[config.mk]
export PLATFORM = sky130hd
export DESIGN_NAME = regfile_mp
export DESIGN_NICKNAME = d
export VERILOG_FILES = /design/src/rtl/regfile_pkg.sv /design/src/rtl/regfile_scoreboard.sv /design/src/rtl/regfile_mp.sv
export SDC_FILE = /design/constraint.sdc
export NUM_CORES = 2
export LEC_CHECK = 0
export CAP_MARGIN = 30
export CORE_MARGIN = 3
export CORE_UTILIZATION = 60
export DETAILED_ROUTE_END_ITERATION = 16
export GPL_TIMING_DRIVEN = 1
export PLACE_DENSITY = 0.78
export SETUP_SLACK_MARGIN = 0.4
export SYNTH_ARGS = -nofsm -noshare
export SYNTH_HDL_FRONTEND = slang
export SYNTH_SLANG_ARGS = --single-unit
[constraint.sdc]
create_clock -name clk -period 12.7 [get_ports clk]
set_clock_uncertainty 0.15 [all_clocks]
set_input_delay 2.54 -clock clk [delete_from_list [all_inputs] [get_ports clk]]
set_output_delay 2.54 -clock clk [all_outputs]
set_load 0.03 [all_outputs]
[src/rtl/regfile_pkg.sv]
// Shared defaults and types for the multi-port integer register file.
package regfile_pkg;

  localparam int XLEN_DEF  = 32;
  localparam int NREGS_DEF = 32;
  localparam int AW_DEF    = $clog2(NREGS_DEF);

  typedef logic [AW_DEF-1:0]   reg_addr_t;
  typedef logic [XLEN_DEF-1:0] reg_data_t;

  // Address of the hard-wired zero register.
  localparam reg_addr_t REG_ZERO = '0;

endpackage

[src/rtl/regfile_scoreboard.sv]
// Busy-bit scoreboard: one bit per register, set on issue, cleared on writeback.
module regfile_scoreboard
  import regfile_pkg::*;
#(
  parameter int NREGS  = NREGS_DEF,
  parameter int NRD    = 2,
  parameter int BYPASS = 1,
  localparam int AW    = $clog2(NREGS)
) (
  input  logic                   clk,
  input  logic                   reset_n,
  input  logic [NRD-1:0][AW-1:0] rd_addr,
  input  logic [NREGS-1:0]       clr_vec,
  input  logic                   iss_valid,
  input  logic [AW-1:0]          iss_rd,
  output logic [NRD-1:0]         rd_busy,
  output logic [NREGS-1:0]       busy_vec
);

  localparam logic [AW-1:0] ADDR_ZERO = AW'(REG_ZERO);

  logic [NREGS-1:0] set_vec;

  always_comb begin
    set_vec = '0;
    if (iss_valid && (iss_rd != ADDR_ZERO)) begin
      set_vec[iss_rd] = 1'b1;
    end
  end

  // Set is applied after clear so an issue and a writeback to the same
  // register in one cycle leave it busy. Bit 0 can never be set or cleared.
  always_ff @(posedge clk) begin
    if (!reset_n) begin
      busy_vec <= '0;
    end else begin
      busy_vec <= (busy_vec & ~clr_vec) | set_vec;
    end
  end

  always_comb begin
    rd_busy = '0;
    for (int k = 0; k < NRD; k++) begin
      rd_busy[k] = busy_vec[rd_addr[k]];
      if ((BYPASS != 0) && clr_vec[rd_addr[k]]) begin
        rd_busy[k] = 1'b0;
      end
    end
  end

endmodule

[src/rtl/regfile_mp.sv]
// Multi-port register file with write arbitration, write-to-read bypass,
// optional registered reads and a busy-bit scoreboard for hazard detection.
module regfile_mp
  import regfile_pkg::*;
#(
  parameter int XLEN     = XLEN_DEF,
  parameter int NREGS    = NREGS_DEF,
  parameter int NRD      = 2,
  parameter int NWR      = 1,
  parameter int BYPASS   = 1,
  parameter int READ_LAT = 0,
  localparam int AW      = $clog2(NREGS)
) (
  input  logic                     clk,
  input  logic                     reset_n,
  input  logic [NRD-1:0][AW-1:0]   rd_addr,
  output logic [NRD-1:0][XLEN-1:0] rd_data,
  output logic [NRD-1:0]           rd_busy,
  input  logic [NWR-1:0]           wr_en,
  input  logic [NWR-1:0][AW-1:0]   wr_addr,
  input  logic [NWR-1:0][XLEN-1:0] wr_data,
  input  logic                     iss_valid,
  input  logic [AW-1:0]            iss_rd,
  output logic [NREGS-1:0]         reg_wen,
  output logic [NREGS-1:0]         busy_vec
);

  localparam logic [AW-1:0] ADDR_ZERO = AW'(REG_ZERO);

  // No handshake anywhere: every input is sampled every cycle and nothing
  // can be back-pressured.

  logic [NREGS-1:0]           wen_c;
  logic [NREGS-1:0][XLEN-1:0] win_data;
  logic [XLEN-1:0]            mem [NREGS];
  logic [NRD-1:0][XLEN-1:0]   rd_data_c;
  logic [NRD-1:0]             rd_busy_c;

  // Ports are scanned low to high so the highest-indexed port wins.
  always_comb begin
    wen_c    = '0;
    win_data = '0;
    for (int p = 0; p < NWR; p++) begin
      if (wr_en[p] && (wr_addr[p] != ADDR_ZERO)) begin
        wen_c[wr_addr[p]]    = 1'b1;
        win_data[wr_addr[p]] = wr_data[p];
      end
    end
  end

  assign reg_wen = wen_c;

  always_ff @(posedge clk) begin
    for (int r = 0; r < NREGS; r++) begin
      if (!reset_n) begin
        mem[r] <= '0;
      end else if (wen_c[r]) begin
        mem[r] <= win_data[r];
      end
    end
  end

  always_comb begin
    rd_data_c = '0;
    for (int k = 0; k < NRD; k++) begin
      if (rd_addr[k] != ADDR_ZERO) begin
        if ((BYPASS != 0) && wen_c[rd_addr[k]]) begin
          rd_data_c[k] = win_data[rd_addr[k]];
        end else begin
          rd_data_c[k] = mem[rd_addr[k]];
        end
      end
    end
  end

  regfile_scoreboard #(
    .NREGS  (NREGS),
    .NRD    (NRD),
    .BYPASS (BYPASS)
  ) u_scoreboard (
    .clk       (clk),
    .reset_n   (reset_n),
    .rd_addr   (rd_addr),
    .clr_vec   (wen_c),
    .iss_valid (iss_valid),
    .iss_rd    (iss_rd),
    .rd_busy   (rd_busy_c),
    .busy_vec  (busy_vec)
  );

  // The registered path captures the already bypass-resolved value.
  if (READ_LAT == 1) begin : g_rd_reg
    always_ff @(posedge clk) begin
      if (!reset_n) begin
        rd_data <= '0;
        rd_busy <= '0;
      end else begin
        rd_data <= rd_data_c;
        rd_busy <= rd_busy_c;
      end
    end
  end else begin : g_rd_comb
    assign rd_data = rd_data_c;
    assign rd_busy = rd_busy_c;
  end

endmodule
==> summary.txt <==
Outcome
  • Status: complete, no violations

Drt
  • Number of optimization iterations in the first detailed-route pass: 9
  • Number of DRC markers after the initial detailed-route iteration: 10,300
  • Number of routed nets with antenna violations: 0
  • Total via count in the routed design: 45,200
  • Final wirelength: 243 mm
  • DRC violations left: 0
  • Per-cell via count in the routed design: 8.15
  • Post-DR wirelength/cell: 43.9 um

Hold path
  • Worst hold-check path type: reg2reg
  • Hold path startpoint: u_scoreboard.busy_vec[2]

STA
  • Share of the clock period used by the worst path: 87.2%
  • Worst rel slew slack: 25.4%
  • Total setup violations reported at the end of the flow: 0
  • Final count of pins violating max slew: 0
  • Post-route minimum period: 11,080 ps
  • Post-layout worst setup margin: 1620 ps
  • Slew @ Worst Pin: 1120 ps
  • RSZ-0062 raised after global routing: false
  • Setup total negative slack: 0 ps
  • Tightest hold margin: 385 ps
  • F_max: 90.3 MHz
  • Number of hold violations in the final report: 0

Critical path
  • Setup crit start kind: input port
  • Arrival time reported for the critical path endpoint: 8390 ps
  • Highest net fanout along the worst path: 28
  • Start of the worst register-to-register path: u_scoreboard.busy_vec[22]
  • Critical setup path kind: in2out
  • Type of element capturing the critical path: primary output
  • Delay of the slowest cell on the worst path: 880 ps
  • Critical path required time: 10,010 ps
  • Crit-path cells: clkdlybuf4s50_1 > nor4_1 > o21ai_0 > a31o_2 > o22a_1 > nor2_4 > buf_4 > a211oi_1 > a211oi_1 > clkdlybuf4s50_1
  • Start point of the critical path: wr_addr[4]
  • Cell with the largest stage delay on the worst path: clkdlybuf4s50_1

Placement
  • IO buf count: 184
  • Detailed-placement wirelength estimate: 142 mm
  • Placed cell count: 5,315
  • Pre-CTS worst setup slack: 2180 ps
  • Weighted congestion reported at the end of routability-driven placement: 1.07

Finish
  • Total of fill cells in the finished design: 6,289
  • Fraction of final layout cells sized beyond drive strength 1: 25.6%
  • NumNets Final: 4,222
  • Total area of multi-input combinational cells: 0.0246 mm^2
  • Layout overhead on the synthesized area: 12.1%
  • Number of non-filler instances in the completed layout: 5,546
  • Area of all sequential standard cells: 0.0314 mm^2

Power
  • Power per standard cell area: 135 mW/mm^2
  • Leakage power: 22.0 nW
  • Worst vdd ir: 0.000140 V

Synthesis
  • Flops & latches, synth: 1,056
  • Number of flops mapped to enable cells by yosys: 1,024
  • Post-synthesis sequential area ratio: 54.4%
  • Main flop type after synthesis: edfxtp_1
  • Fraction of synthesis flops using an asynchronous set or reset pin: 0%
  • Number of instances in the synthesized netlist: 4,126
  • Count of different cell masters after synthesis: 87
  • Post-Syn Area: 0.0577 mm^2
  • Post-Synthesis Mean Instance Area: 14.0 um^2
  • Synth warnings: 0

CTS
  • Clk Tree Root Cell: clkbuf_16
  • Total of cells resized after clock tree synthesis: 0
  • Number of setup buffers added after CTS: 0
  • Clock tree from TritonCTS: built
  • Clock sink count: 1,056
  • Clock H-tree levels: 3
  • Source-to-sink clock delay at the later pin of the worst-skew pair: 740 ps
  • Number of buffers created by CTS: 108
  • Clock-pin slew on the worst setup and hold paths: 60 ps
  • Clk buf depth: 3
  • CTS hold repair buffers: 0

Global route
  • Initial antenna violation count: 13
  • Total grt overflow: 0
  • Largest net degree at the start of global routing: 138
  • Global Route Usage Sum: 49.2%
  • Vias in the first global route: 43,900
  • Global-route wire length before repair: 334 mm

Die
  • Std cell rows: 113
  • Overall die width: 316 um
  • Core region area: 0.0952 mm^2
  • Initial cell density of the core: 60.6%
  • Number of placed I/O pins: 186
  • Die Height: 316 um
  • Area of the die: 0.0999 mm^2

Run
  • Number of max-capacitance violations reported: 0
[final cells by class]
type / count / share of cell area [%]
clock buffer: 138 / 4.40
inverter: 53 / 0.319
tap: 1265 / 2.45
multi-input combinational: 2593 / 38.0
antenna: 22 / 0.0852
sequential: 1056 / 48.6
timing repair buffer: 354 / 5.29
clock inverter: 65 / 0.915
[synth_stat cells, types with 8 or more instances]
cell      count  share of area (%)
edfxtp_1   1024                 53
nor2_1     1000                6.5
mux4_2      659                 26
clkbuf_1    326                2.1
nand2_1     212                1.4
buf_2        87               0.75
a21oi_1      72               0.62
nor3_1       72               0.62
and3_1       64               0.69
a211oi_1     52               0.68
a31oi_1      49               0.53
inv_1        47               0.31
mux2i_1      43               0.75
o21ai_0      41               0.36
dfxtp_1      32                1.1
a22oi_1      29               0.38
nand3_1      27               0.23
buf_1        25               0.16
o22ai_1      25               0.27
o21ai_1      12               0.10
nand2b_1     11               0.12
buf_4        10               0.13
nand4_1       9              0.098
nor4_1        9              0.098
a21o_1        8               0.10
a32oi_1       8               0.12
and2_1        8              0.087
o211ai_1      8               0.10
o31ai_1       8               0.10
o32ai_1       8               0.12
[metal layers]
layer / GRT usage [%] / wire, um
met5: 0.870 / 172
met2: 65.8 / 98800
met4: 35.2 / 22700
met1: 62.5 / 71500
met3: 24.4 / 50100
[placed cells by master (no fill, tap or decap), types with 9 or more instances in the layout]
cell type and count:
o22ai_1 25, buf_12 10, nand2b_1 11, clkbuf_1 28, clkbuf_16 109, nand2_2 35
a211oi_1 52, inv_1 44, conb_1 33, bufinv_16 10, edfxtp_1 1024, and3_1 64
mux4_2 659, nand3_1 27, buf_4 151, nand2_1 166, nor2_1 999, o21ai_0 37
clkdlybuf4s50_1 173, nor3_1 72, nand2_4 11, a22oi_1 29, dfxtp_1 32, mux2i_1 43
a31oi_1 49, diode_2 22, nand4_1 9, clkinv_2 25, a21oi_1 72, clkinv_1 24
[through the flow]
step,total power [mW],instance area (um^2),utilization (%)
3_3_place_gp,5.47,60700,63.8
2_1_floorplan,4.99,57800,-
3_5_place_dp,5.51,61000,64.1
5_1_grt,8.84,64600,67.9
4_1_cts,8.62,64500,67.8
6_report,8.72,64700,67.9
[power by group]
part	leakage [nW]	switching [mW]	internal, mW
Clock	1.68	1.42	1.78
Combinational	10.3	0.843	0.556
Sequential	10.0	0.101	4.02
Total	22.0	2.37	6.36
[flip-flops by register name, summed over array words and instances, names as in the netlist]
signal                 count
u_scoreboard.busy_vec     32
mem                     1024
[worst paths after layout]
path                               end  slack, ps  depth (start not counted)
max                        rd_data[22]       1620                         10
min           u_scoreboard.busy_vec[2]        380                          2
max reg2reg  u_scoreboard.busy_vec[22]      11740                          2
min reg2reg   u_scoreboard.busy_vec[2]        380                          2
[worst max-delay path, delay by kind of cell]
kind / cells / cell delay [ps]
compound gates: 5 / 2170
simple gates: 2 / 1390
buf+inv: 3 / 2270
[cells by family (layout without fill, tap and decap cells)]
kind of cell	Yosys count	count (layout)	share of synthesized area (%)
DFF	1056	1056	54.4
other	1	55	0.00650
and+or+nand+nor	1459	1459	10.5
AOI/OAI and AO/OA	388	388	4.67
muxes	707	707	26.6
xor gates and xnor gates	6	6	0.150
buffers and inverters	509	610	3.65
No activity file was read; power rests on OpenSTA's default activity.
